<file path="src/rtl/dm_arb_pkg.sv">
// rtl/dm_arb_pkg.sv - shared types, constants and helpers for the data-memory port arbiter
// Purpose: arbiter state encoding, latched burst descriptor, DM geometry and small
//   helpers for byte-strobe expansion and port one-hot encoding.
package dm_arb_pkg;

  localparam int          LEN_W   = 4;
  localparam logic [31:0] DM_SIZE = 32'h0002_0000;

  typedef enum logic {
    IDLE  = 1'b0,
    GRANT = 1'b1
  } state_t;

  typedef struct packed {
    logic             we;
    logic [31:0]      addr;
    logic [LEN_W-1:0] len;
  } burst_req_t;

  // SRAM bit mask is active low: a strobed byte clears its eight mask bits.
  function automatic logic [31:0] strb_to_bweb(input logic [3:0] strb);
    logic [31:0] bweb;
    for (int i = 0; i < 4; i++) begin
      bweb[i*8 +: 8] = {8{~strb[i]}};
    end
    return bweb;
  endfunction

  function automatic logic [1:0] port_oh(input logic port);
    return {port, ~port};
  endfunction

endpackage

</file>
<file path="src/rtl/dm_bank_decode.sv">
// rtl/dm_bank_decode.sv - byte address to SRAM bank / word address decode
// Purpose: maps a byte address onto the two-bank DM pair.
// Ports: addr (in, 32) byte address; bank (out) bank select; word_a (out, BANK_ABITS)
//   word address within the bank; out_of_range (out) address not inside DM.
module dm_bank_decode
  import dm_arb_pkg::*;
#(
  parameter logic [31:0] BASE_ADDR  = 32'h0001_0000,
  parameter int          BANK_ABITS = 14
) (
  input  logic [31:0]           addr,
  output logic                  bank,
  output logic [BANK_ABITS-1:0] word_a,
  output logic                  out_of_range
);

  logic [31:0] off;

  // Addresses below BASE_ADDR wrap to a huge offset and so fall out of range too.
  assign off          = addr - BASE_ADDR;
  assign out_of_range = (off >= DM_SIZE);
  assign bank         = off[BANK_ABITS+2];
  assign word_a       = off[BANK_ABITS+1:2];

endmodule

</file>
<file path="src/rtl/dm_port_arbiter.sv">
// rtl/dm_port_arbiter.sv - round-robin burst arbiter sharing the DM SRAM bank pair
// Purpose: grants whole bursts to port 0 (CPU) or port 1 (VPU), sequences SRAM pins
//   per beat and returns read data one cycle after each read beat.
// Ports: clk, rst (async, active high); m_req/m_we/m_beat/m_gnt/m_done/m_rvalid/m_err
//   one bit per port; m_addr/m_wdata 32 bits per port, m_len/m_wstrb 4 bits per port,
//   port 1 in the upper slice; m_rdata shared read bus; sram_ceb per-bank enable,
//   sram_web/sram_a/sram_d/sram_bweb shared pins; sram_q bank 1 Q [63:32], bank 0 Q [31:0].
module dm_port_arbiter
  import dm_arb_pkg::*;
#(
  parameter logic [31:0] BASE_ADDR  = 32'h0001_0000,
  parameter int          BANK_ABITS = 14
) (
  input  logic                  clk,
  input  logic                  rst,
  input  logic [1:0]            m_req,
  input  logic [1:0]            m_we,
  input  logic [63:0]           m_addr,
  input  logic [2*LEN_W-1:0]    m_len,
  input  logic [1:0]            m_beat,
  input  logic [63:0]           m_wdata,
  input  logic [7:0]            m_wstrb,
  output logic [1:0]            m_gnt,
  output logic [1:0]            m_done,
  output logic [1:0]            m_rvalid,
  output logic [31:0]           m_rdata,
  output logic [1:0]            m_err,
  output logic [1:0]            sram_ceb,
  output logic                  sram_web,
  output logic [BANK_ABITS-1:0] sram_a,
  output logic [31:0]           sram_d,
  output logic [31:0]           sram_bweb,
  input  logic [63:0]           sram_q
);

  state_t           state_q, state_d;
  logic             g_q, g_d;
  logic             rr_q, rr_d;
  burst_req_t       burst_q, burst_d;
  logic [LEN_W-1:0] cnt_q, cnt_d;
  logic [1:0]       rvld_q, rvld_d;
  logic             rerr_q, rerr_d;
  logic             rbank_q, rbank_d;

  logic                  win;
  logic                  beat;
  logic                  last;
  logic [1:0]            gnt_oh;
  logic                  bank;
  logic [BANK_ABITS-1:0] word_a;
  logic                  oor;

  dm_bank_decode #(
    .BASE_ADDR  (BASE_ADDR),
    .BANK_ABITS (BANK_ABITS)
  ) u_decode (
    .addr         (burst_q.addr),
    .bank         (bank),
    .word_a       (word_a),
    .out_of_range (oor)
  );

  assign gnt_oh = port_oh(g_q);
  assign last   = (cnt_q == burst_q.len);

  always_comb begin
    state_d = state_q;
    g_d     = g_q;
    rr_d    = rr_q;
    burst_d = burst_q;
    cnt_d   = cnt_q;
    beat    = 1'b0;
    // Pointer port wins when it requests; otherwise the other port must be requesting.
    win     = m_req[rr_q] ? rr_q : ~rr_q;
    case (state_q)
      IDLE: begin
        if (|m_req) begin
          g_d          = win;
          burst_d.we   = m_we[win];
          burst_d.addr = (win ? m_addr[63:32] : m_addr[31:0]) & ~32'h3;
          burst_d.len  = win ? m_len[2*LEN_W-1:LEN_W] : m_len[LEN_W-1:0];
          cnt_d        = '0;
          state_d      = GRANT;
        end
      end
      GRANT: begin
        beat = m_beat[g_q];
        if (beat) begin
          burst_d.addr = burst_q.addr + 32'd4;
          if (last) begin
            state_d = IDLE;
            rr_d    = ~g_q;
          end else begin
            cnt_d = cnt_q + LEN_W'(1);
          end
        end
      end
      default: state_d = IDLE;
    endcase
  end

  // SRAM pins follow the beat combinationally; out-of-range beats leave both banks off.
  always_comb begin
    sram_ceb  = 2'b11;
    sram_web  = 1'b1;
    sram_a    = '0;
    sram_d    = '0;
    sram_bweb = '1;
    if (beat && !oor) begin
      sram_ceb = bank ? 2'b01 : 2'b10;
      sram_a   = word_a;
      if (burst_q.we) begin
        sram_web  = 1'b0;
        sram_d    = g_q ? m_wdata[63:32] : m_wdata[31:0];
        sram_bweb = strb_to_bweb(g_q ? m_wstrb[7:4] : m_wstrb[3:0]);
      end
    end
  end

  assign rvld_d  = (beat && !burst_q.we) ? gnt_oh : 2'b00;
  assign rerr_d  = oor;
  assign rbank_d = bank;

  assign m_gnt    = (state_q == GRANT) ? gnt_oh : 2'b00;
  assign m_done   = (beat && last) ? gnt_oh : 2'b00;
  assign m_err    = (beat && oor) ? gnt_oh : 2'b00;
  assign m_rvalid = rvld_q;
  // Out-of-range reads still return a beat, carrying zero instead of bank Q.
  assign m_rdata  = (|rvld_q && !rerr_q) ? (rbank_q ? sram_q[63:32] : sram_q[31:0]) : 32'h0;

  always_ff @(posedge clk or posedge rst) begin
    if (rst) begin
      state_q <= IDLE;
      g_q     <= 1'b0;
      rr_q    <= 1'b0;
      burst_q <= '0;
      cnt_q   <= '0;
      rvld_q  <= 2'b00;
      rerr_q  <= 1'b0;
      rbank_q <= 1'b0;
    end else begin
      state_q <= state_d;
      g_q     <= g_d;
      rr_q    <= rr_d;
      burst_q <= burst_d;
      cnt_q   <= cnt_d;
      rvld_q  <= rvld_d;
      rerr_q  <= rerr_d;
      rbank_q <= rbank_d;
    end
  end

endmodule

</file>
<file path="config.mk">
export PLATFORM = sky130hd
export DESIGN_NAME = dm_port_arbiter
export DESIGN_NICKNAME = d
export VERILOG_FILES = /design/src/rtl/dm_arb_pkg.sv /design/src/rtl/dm_bank_decode.sv /design/src/rtl/dm_port_arbiter.sv
export SDC_FILE = /design/constraint.sdc
export NUM_CORES = 1
export LEC_CHECK = 0
export CAP_MARGIN = 20
export CORE_AREA = 2 2 129 131
export CTS_CLUSTER_DIAMETER = 120
export DETAILED_ROUTE_END_ITERATION = 8
export DIE_AREA = 0 0 131 133
export PLACE_DENSITY = 0.84
export SETUP_SLACK_MARGIN = 0.15
export SYNTH_ARGS = -nofsm -noshare
export SYNTH_HDL_FRONTEND = slang
export SYNTH_SLANG_ARGS = --single-unit
</file>
<file path="constraint.sdc">
create_clock -name clk -period 3.5 [get_ports clk]
set_input_delay 0.525 -clock clk [delete_from_list [all_inputs] [get_ports clk]]
set_output_delay 0.525 -clock clk [all_outputs]
set_load 0.05 [all_outputs]
</file>
Yosys cells after proc, flatten, opt, wreduce, memory -nomap -nowiden
Index checks and enable logic that the tools add are counted.

storage, ports and cells
  bits in registers = 48
  word-level logic and storage cells = 80
  output and inout port bits = 121
  bits of input ports = 216

operators by class
  multiplexer cells = 38
  reductions and logical operators = 14
  bitwise logic cells = 7
  equal/unequal tests = 4
  order comparisons = 4
  $add $sub $neg = 3

operator list
  operator                                                                                count
  32-bit 2-to-1 mux                                                                       9
  32-bit case mux with 2 select lines                                                     1
  36-bit 2-to-1 mux                                                                       1
  32-bit by 3-bit adder with 32-bit output (second input constant)                        1
  32-bit by 18-bit greater-or-equal comparator with 1-bit output (second input constant)  1
  32-bit by 17-bit subtractor with 32-bit output (second input constant)                  1
  4-bit 2-to-1 mux                                                                        5
  14-bit 2-to-1 mux                                                                       1
  1-bit 2-to-1 mux                                                                        13
  2-bit 2-to-1 mux                                                                        6
  4-bit case mux with 2 select lines                                                      1
  1-bit NOT                                                                               7
  1-bit by 2-bit less-than comparator with 1-bit output (second input constant)           3
  3-bit AND reduction                                                                     2
  1-bit logical AND                                                                       5
  4-bit by 1-bit adder with 4-bit output (second input constant)                          1
  4-bit equality test                                                                     1
  2-bit inequality test (second input constant)                                           2
  2-bit AND reduction                                                                     2
  2-bit OR reduction                                                                      2
  1-bit logical NOT                                                                       3
  2-bit by 1-bit inequality test with 1-bit output (second input constant)                1
  1-bit case mux with 2 select lines                                                      1

Logic depth before layout (Yosys ltp)
Gate-level depths: netlist of the first run.

  depth in word-level cells = 6
  gate-level depth with buffers = 10

Hierarchy
Synthesis of the first run repeated with hierarchy kept, for this count alone.

second synthesis, totals
  cell total of the unflattened synthesis = 581
  area, all modules = 4586.9 um^2

by module, submodules not included
  module           area an instance (um^2)  instances  cells an instance  seq. area each (um^2)
  dm_port_arbiter  4272.8                   1          539                1151.1
  dm_bank_decode   314.1                    1          42                 0.0

Worst setup path after synthesis of the first run
OpenSTA, ideal clock, no wires.

  path kind = register -> output
  from = register burst_q[20] (netlist bit)
  to = output port sram_a[0]
  data arrival time = 3.266 ns
  cell stages (with the launch flop) = 9
  required time = 2.975 ns
  path buffers = 1
  slack = -0.291 ns
  path through = dfrtp_1 buf_6 inv_1 ha_1 nor3b_1 a2111oi_0 a41o_1 o2111ai_4 nor4_1

on the way
  cells in the longest elaborated chain, start to end = 5

RTL lines
  element                                                         RTL line                text
  start: declaration                                              dm_port_arbiter.sv:39   burst_req_t burst_q, burst_d;
  start signal: assignment                                        dm_port_arbiter.sv:145  burst_q <= burst_d;
  32-bit by 17-bit subtractor with 32-bit output                  dm_bank_decode.sv:20    assign off = addr - BASE_ADDR;
  named net bank                                                  dm_port_arbiter.sv:49   logic bank;
  32-bit by 18-bit greater-or-equal comparator with 1-bit output  dm_bank_decode.sv:21    assign out_of_range = (off >= DM_SIZE);
  1-bit logical NOT                                               dm_port_arbiter.sv:109  if (beat && !oor) begin
  1-bit logical AND                                               dm_port_arbiter.sv:109
  14-bit 2-to-1 mux                                               dm_port_arbiter.sv:109
  end: declaration                                                dm_port_arbiter.sv:30   output logic [BANK_ABITS-1:0] sram_a,

The timed path passes the listed nets, and every way through them passes these cells.

Final worst setup path of the first run
  from = register burst_q[20] (netlist bit)
  to = output port sram_d[13]

on the way
  cells in the longest elaborated chain, start to end = 5

RTL lines
  element                                                         RTL line                text
  32-bit by 17-bit subtractor with 32-bit output                  dm_bank_decode.sv:20
  named net bank                                                  dm_port_arbiter.sv:49
  32-bit by 18-bit greater-or-equal comparator with 1-bit output  dm_bank_decode.sv:21
  1-bit logical NOT                                               dm_port_arbiter.sv:109
  1-bit logical AND                                               dm_port_arbiter.sv:109
  32-bit 2-to-1 mux                                               dm_port_arbiter.sv:109
  end: declaration                                                dm_port_arbiter.sv:31   output logic [31:0] sram_d,

The timed path passes the listed nets, and every way through them passes these cells.

==> results.toml, run 1 <==
[die]
dieHeight_um = 133
dieArea_sq_um = 17420
die_w_um = 131
rows = 47
core_sq_um = 16170
io_pins = 337
start_util = 0.3287

[grt]
grt_pass1_wl_um = 32830
overflow = 0
grt_usage = 0.2400
grt_pass1_vias = 6081
grt_max_degree = 47
antenna_found_initial = 1

[power]
irDropWorstVdd_uv = 365.2
power.density_nw_per_um2 = 499.6
finalPower_w = 0.004734
p_leak_nw = 3.791

[cts]
cts_hold_buffers = 0
cts-buffers-inserted = 5
ctsLongestPathBuffers = 2
h-tree-depth = 2
cts_tree = "built"
cts-root-buf = "clkbuf_16"
clk_latency_ns = 0.29
path_clk_slew_ns = 0.07
cts.sinks = 46

[synthesis]
yosys.area.top_type = "dfrtp_1"
synth_top_area_frac = 0.2166
syn_avg_cell_area_sq_um = 7.993
async_flop_share = 1.000
synth_top_flop_cell = "dfrtp_1"
seq_area_frac_synth = 0.2166
synth_cell_type_count = 67
synth_nets = 887
yosys_warnings = 0
syn_inst = 665
synth.top_cells.by_area = "dfrtp_1 (22%), mux2i_1 (8.9%), mux2_2 (8.7%), nor3_2 (7.3%), nand2_1 (6.1%)"
syn_area_sq_um = 5315
ys_ff_latch = 46
synth_edf_count = 0

[worst_setup_path]
cpPeakStageDelay_ns = 0.40
critical_path_required_ns = 2.97
endpoint_kind = "output port"
worstSetupStartpoint = "burst_q[20]$_DFFE_PP0P_"
r2r_cells = 6
path_class = "flop to output port"
crit_top_cell = "buf_12"
crit_slowest_cell = "dfrtp_1"
cp-start-kind = "flop"
endpoint = "sram_d[13]"
cp.arrival_ns = 2.73
crit_fanout = 16
r2r-end = "burst_q[32]$_DFFE_PP0P_"
crit_chain = "inv_2 > ha_1 > buf_4 > nor3b_2 > xor2_1 > nor3_2 > o2111ai_4 > buf_12 > clkbuf_16 > nor3_4 > buf_12"
reg2reg_from = "burst_q[11]$_DFFE_PP0P_"
reg2reg_slack_ns = 1.21

[sta]
tightest_slew_ns = 0.7346
setup_viol = 0
period_minus_slack_ns = 3.256
fin_crit_sh = 0.9301
max-slew-margin-rel = 0.5065
fin_ws_ns = 0.2445
slew_violations = 0
finalClockSkew_ns = 0.006887
grt_setup_unrepaired = "false"
fmaxAchievable_mhz = 307.2
hold_violations = 0

[job]
drv_cap = 0

[route]
drtIter0Drc = 548
ant_nets = 0
finalWirelength_um = 22280
viasPerCell = 5.381
wire_per_inst_um = 19.06
via_count = 6290
drtPass1Iterations = 8
drcViolationCount = 0

[layout]
insertedDiodeCount = 0
fillCellCount = 1338
nNetsFinal = 1170
instances_no_fill = 1169
drive_gt1_frac = 0.2540
area_growth_pct = 78.27
seq_area_sq_um = 1154
multi_input_area_sq_um = 3810
finish.utilization = 0.5859

[placed_design]
io_buffers = 332
dpl.hpwl_um = 17210
dp_cells = 1155
gp_congestion = 0.9111
place_worst_setup_slack_ns = 0.2989

[hold_path]
hp-class = "input pin to async pin"

[run_status]
status = "finished, final reports clean"
[worst max-delay path: cells and delay by family (launching register included)]
| family | cells | cell delay, ns |
|---|---|---|
| compound gates | 1 | 0.17 |
| xor+xnor | 1 | 0.19 |
| fa+ha+maj | 1 | 0.20 |
| buf+inv | 5 | 0.78 |
| flops | 1 | 0.40 |
| simple gates | 3 | 0.69 |
[sequential cells by signal (all words and copies together) (netlist names)]
name	count
g_q	1
state_q	1
burst_q	35
rr_q	1
cnt_q	4
rerr_q	1
m_rvalid	2
rbank_q	1
[synthesized netlist by cell type, drive strengths merged (3+ instances only)]
cell / number
xnor2: 9
nor2: 57
inv: 12
o21ai: 9
buf: 58
nand3b: 3
a211oi: 3
and2: 6
mux2: 41
nor4: 15
a311oi: 3
and3: 12
nor3b: 4
dfrtp: 46
and4: 8
a211o: 5
o221ai: 4
nand2: 87
nor4b: 5
o22ai: 3
ha: 6
xor2: 5
clkbuf: 33
a21oi: 19
nor3: 55
o211ai: 5
mux2i: 48
nand4: 11
a31oi: 12
nand3: 48
[what timing repair did]
action / 4_1_cts / 5_1_grt
pin swaps: 0 / 16
buffers inserted: 1 / 3
gates cloned: 0 / 1
resized for setup: 2 / 35
endpoints found under the setup margin: 44 / 82
[report_power, final]
| group | internal, W | total, W | switching, W |
|---|---|---|---|
| Combinational | 0.00129 | 0.00301 | 0.00172 |
| Sequential | 0.000779 | 0.00125 | 0.000467 |
| Clock | 0.000265 | 0.000480 | 0.000214 |
[layout make-up]
cell class                      count  share of cell area
Multi-Input combinational cell    516              0.4021
Clock buffer                        6             0.01360
Timing Repair Buffer              367              0.4273
Tap cell                          220             0.02905
Clock inverter                      2            0.001453
Sequential cell                    46              0.1217
Inverter                           12            0.004754
[layer usage]
metal / wire [um] / track usage / vias up
met1: 8410 / 0.2892 / 2966
met3: 1968 / 0.05297 / 57
met4: 790 / 0.08570 / 2
met5: 10 / 0 / -
met2: 11100 / 0.4151 / 323
li1: - / - / 2942
[worst min path at each step]
| stage | slack, ns | cells past startpoint | endpoint | startpoint |
|---|---|---|---|---|
| floorplan | 0.53 | 2 | cnt_q[3]$_DFFE_PP0P_ | cnt_q[3]$_DFFE_PP0P_ |
| global placement | 0.54 | 1 | rbank_q$_DFF_PP0_ | burst_q[20]$_DFFE_PP0P_ |
| detailed placement | 0.55 | 1 | rbank_q$_DFF_PP0_ | burst_q[20]$_DFFE_PP0P_ |
| CTS | 0.56 | 1 | rbank_q$_DFF_PP0_ | burst_q[20]$_DFFE_PP0P_ |
| global route | 0.48 | 2 | cnt_q[3]$_DFFE_PP0P_ | rst |
| finish | 0.45 | 2 | cnt_q[3]$_DFFE_PP0P_ | rst |
[cells by family (layout without fill, tap and decap cells)]
family	after synthesis	after routing	share of synthesized area
fa+ha+maj	6	6	0.01412
compound gates	88	88	0.1217
simple gates	319	319	0.3406
buf+inv	103	387	0.1059
flops	46	46	0.2166
mux	89	89	0.1780
xor+xnor	14	14	0.02307
[cells in the final DEF (no fill, tap or decap), drive strengths merged, types with 9 or more instances in the layout]
cell / Yosys / final
a21oi: 19 / 19
a31oi: 12 / 12
and3: 12 / 12
buf: 58 / 119
clkdlybuf4s50: 0 / 247
dfrtp: 46 / 46
inv: 12 / 12
mux2: 41 / 41
mux2i: 48 / 48
nand2: 87 / 87
nand3: 48 / 48
nand4: 11 / 11
nor2: 57 / 57
nor3: 55 / 55
nor4: 15 / 15
o21ai: 9 / 9
xnor2: 9 / 9
[per-stage QoR]
stage,setup TNS (ns),hold slack (ns),cell area [sq um]
6_report,0,0.4537,9475
2_1_floorplan,-1.162,0.5290,5315
4_1_cts,0,0.5646,9204
3_3_place_gp,0,0.5437,9047
3_5_place_dp,0,0.5487,9047
5_1_grt,0,0.4787,9475
Power figures use the tool's default switching activity.
==> run 2, diff against run 1 <==
GPL_TIMING_DRIVEN = 0   (was unset)
HOLD_SLACK_MARGIN = 0.15   (was unset)
==> results.toml, run 2 (same netlist as run 1, synthesis figures left out) <==
[route]
drtIter0Drc = 520
drcViolationCount = 0
drtPass1Iterations = 8
finalWirelength_um = 23710
wire_per_inst_um = 19.18
ant_nets = 0
viasPerCell = 5.275
via_count = 6520

[worst_setup_path]
crit_fanout = 10
r2r_cells = 6
crit_top_cell = "and2_1"
crit_chain = "clkdlybuf4s50_1 > mux2_2 > and2_1 > buf_2 > clkbuf_4 > and2_1 > nor2b_1 > dlygate4sd2_1"
cpPeakStageDelay_ns = 0.55
endpoint_kind = "output port"
worstSetupPathDepth = 8
crit_slowest_cell = "dlygate4sd2_1"
worstSetupStartpoint = "m_beat[0]"
reg2reg_slack_ns = 1.14
cp.arrival_ns = 2.74
cp_top_family = "buffers and inverters"
critical_path_required_ns = 2.97
endpoint = "m_done[0]"
path_class = "input pin to output port"
r2r-end = "burst_q[6]$_DFFE_PP0P_"
cp-start-kind = "input pin"
reg2reg_from = "state_q$_DFF_PP0_"
critPathBufInv = 4

[cts]
path_clk_slew_ns = 0.07
cts.sinks = 46
cts_hold_buffers = 0
cts-buffers-inserted = 5
ctsLongestPathBuffers = 2
clk_latency_ns = 0.29
cts-root-buf = "clkbuf_16"
cts_tree = "built"
h-tree-depth = 2

[power]
irDropWorstVdd_uv = 443.5
power.density_nw_per_um2 = 531.4
p_leak_nw = 3.694

[sta]
hold_violations = 0
max-slew-margin-rel = 0.4506
fmaxAchievable_mhz = 306.5
timing.hold.ws_ns = 0.4563
slew_violations = 0
period_minus_slack_ns = 3.263
finalClockSkew_ns = 0.007521
tightest_slew_ns = 0.8081
fin_crit_sh = 0.9323
setup_viol = 0
setup_tns_ns = 0
grt_setup_unrepaired = "false"

[layout]
nNetsFinal = 1236
drive_gt1_frac = 0.2680
area_growth_pct = 70.62
finish.utilization = 0.5608
largest_reg_flops = 35
mostFrequentLayoutCells = "clkdlybuf4s50_1 (247), nand2_1 (87), nor2_1 (57)"
layout_commonest_cell = "clkdlybuf4s50_1"
regMostFlops = "burst_q"
final_cell_area_sq_um = 9069

[grt]
grt_usage = 0.2585
antenna_found_initial = 1
grt_max_degree = 42
overflow = 0
grt_pass1_wl_um = 34980
grt_pass1_vias = 6281

[run_status]
status = "finished, final reports clean"

[die]
dieHeight_um = 133
die_w_um = 131
core_sq_um = 16170
io_pins = 337
dieArea_sq_um = 17420
start_util = 0.3287
rows = 47

[hold_path]
hp-class = "input pin to async pin"

[placed_design]
dpl_cell_area_sq_um = 8934
io_buffers = 332
dpl.hpwl_um = 18830
gp_congestion = 0.9144

[job]
drv_cap = 0
run 2: cell types whose count changed in the layout (fill, tap and decap cells not counted), sizes merged, moves of 2 or more:
| cell | change |
|---|---|
| buf | +8 |
| clkbuf | +50 |
| clkdlybuf4s15 | +6 |
| clkinvlp | +2 |
| dlygate4sd2 | +2 |
run 2: repair_timing:
| item | CTS | global route |
|---|---|---|
| gates resized for setup | 455 | 44 |
| gates cloned | 1 | 0 |
| endpoints found under the setup margin | 86 | 82 |
| buffers inserted | 5 | 3 |
| pin swaps | 3 | 4 |
run 2: worst min path at each step:
stage,slack [ns],to,from,cells after the start
2_1_floorplan,0.53,cnt_q[3]$_DFFE_PP0P_,cnt_q[3]$_DFFE_PP0P_,2
3_3_place_gp,0.55,cnt_q[3]$_DFFE_PP0P_,cnt_q[3]$_DFFE_PP0P_,2
3_5_place_dp,0.56,cnt_q[3]$_DFFE_PP0P_,cnt_q[3]$_DFFE_PP0P_,2
4_1_cts,0.46,burst_q[3]$_DFFE_PP0P_,rst,2
5_1_grt,0.47,cnt_q[3]$_DFFE_PP0P_,rst,2
6_report,0.46,cnt_q[3]$_DFFE_PP0P_,rst,2
run 2: worst reg2reg max path, stage by stage, from the launching register on:
cell      delay [ns]
dfrtp_1         0.32
clkbuf_1        0.30
inv_1           0.15
o21ai_1         0.25
clkbuf_1        0.46
buf_1           0.53
o221ai_1        0.19
run 2: power breakdown:
| part | switching, W | leakage, nW | total, W | internal, W |
|---|---|---|---|---|
| clock network | 0.000214 | 0.0729 | 0.000497 | 0.000283 |
| registers | 0.000274 | 0.527 | 0.00105 | 0.000778 |
| logic | 0.00195 | 3.09 | 0.00327 | 0.00132 |
| total | 0.00244 | 3.69 | 0.00482 | 0.00238 |
run 2: routing by layer:
| layer | share of wire | global-route usage | up-vias |
|---|---|---|---|
| li1 | - | - | 3075 |
| met1 | 0.40 | 0.3173 | 3065 |
| met2 | 0.49 | 0.4482 | 333 |
| met3 | 0.079 | 0.04812 | 47 |
| met4 | 0.032 | 0.08924 | 0 |
| met5 | 0 | 0 | - |
run 2: through the flow:
step | cells | power, W | setup WS, ns
2_1_floorplan | 665 | 0.003131 | -0.2906
3_3_place_gp | 1217 | 0.004037 | -0.5910
3_5_place_dp | 1218 | 0.004124 | -0.6175
4_1_cts | 1232 | 0.004739 | 0.1329
5_1_grt | 1236 | 0.005124 | 0.1432
6_report | 1236 | 0.004819 | 0.2370
run 2: area by class of cell:
class                      count  area (sq um)
clock buffer                   6         138.9
sequential                    46          1152
tap                          220         275.3
fill                        1459          7103
multi-input combinational    516          3740
buffer                        91         538.0
inverter                      12         48.80
antenna                        1         2.502
timing repair buffer         342          3161
clock inverter                 2         12.51
==> run 3, diff against run 2 <==
GPL_TIMING_DRIVEN = unset   (was 0)
==> results of run 3 <==
The final DEF is identical to that of run 1; final timing and power are the same.
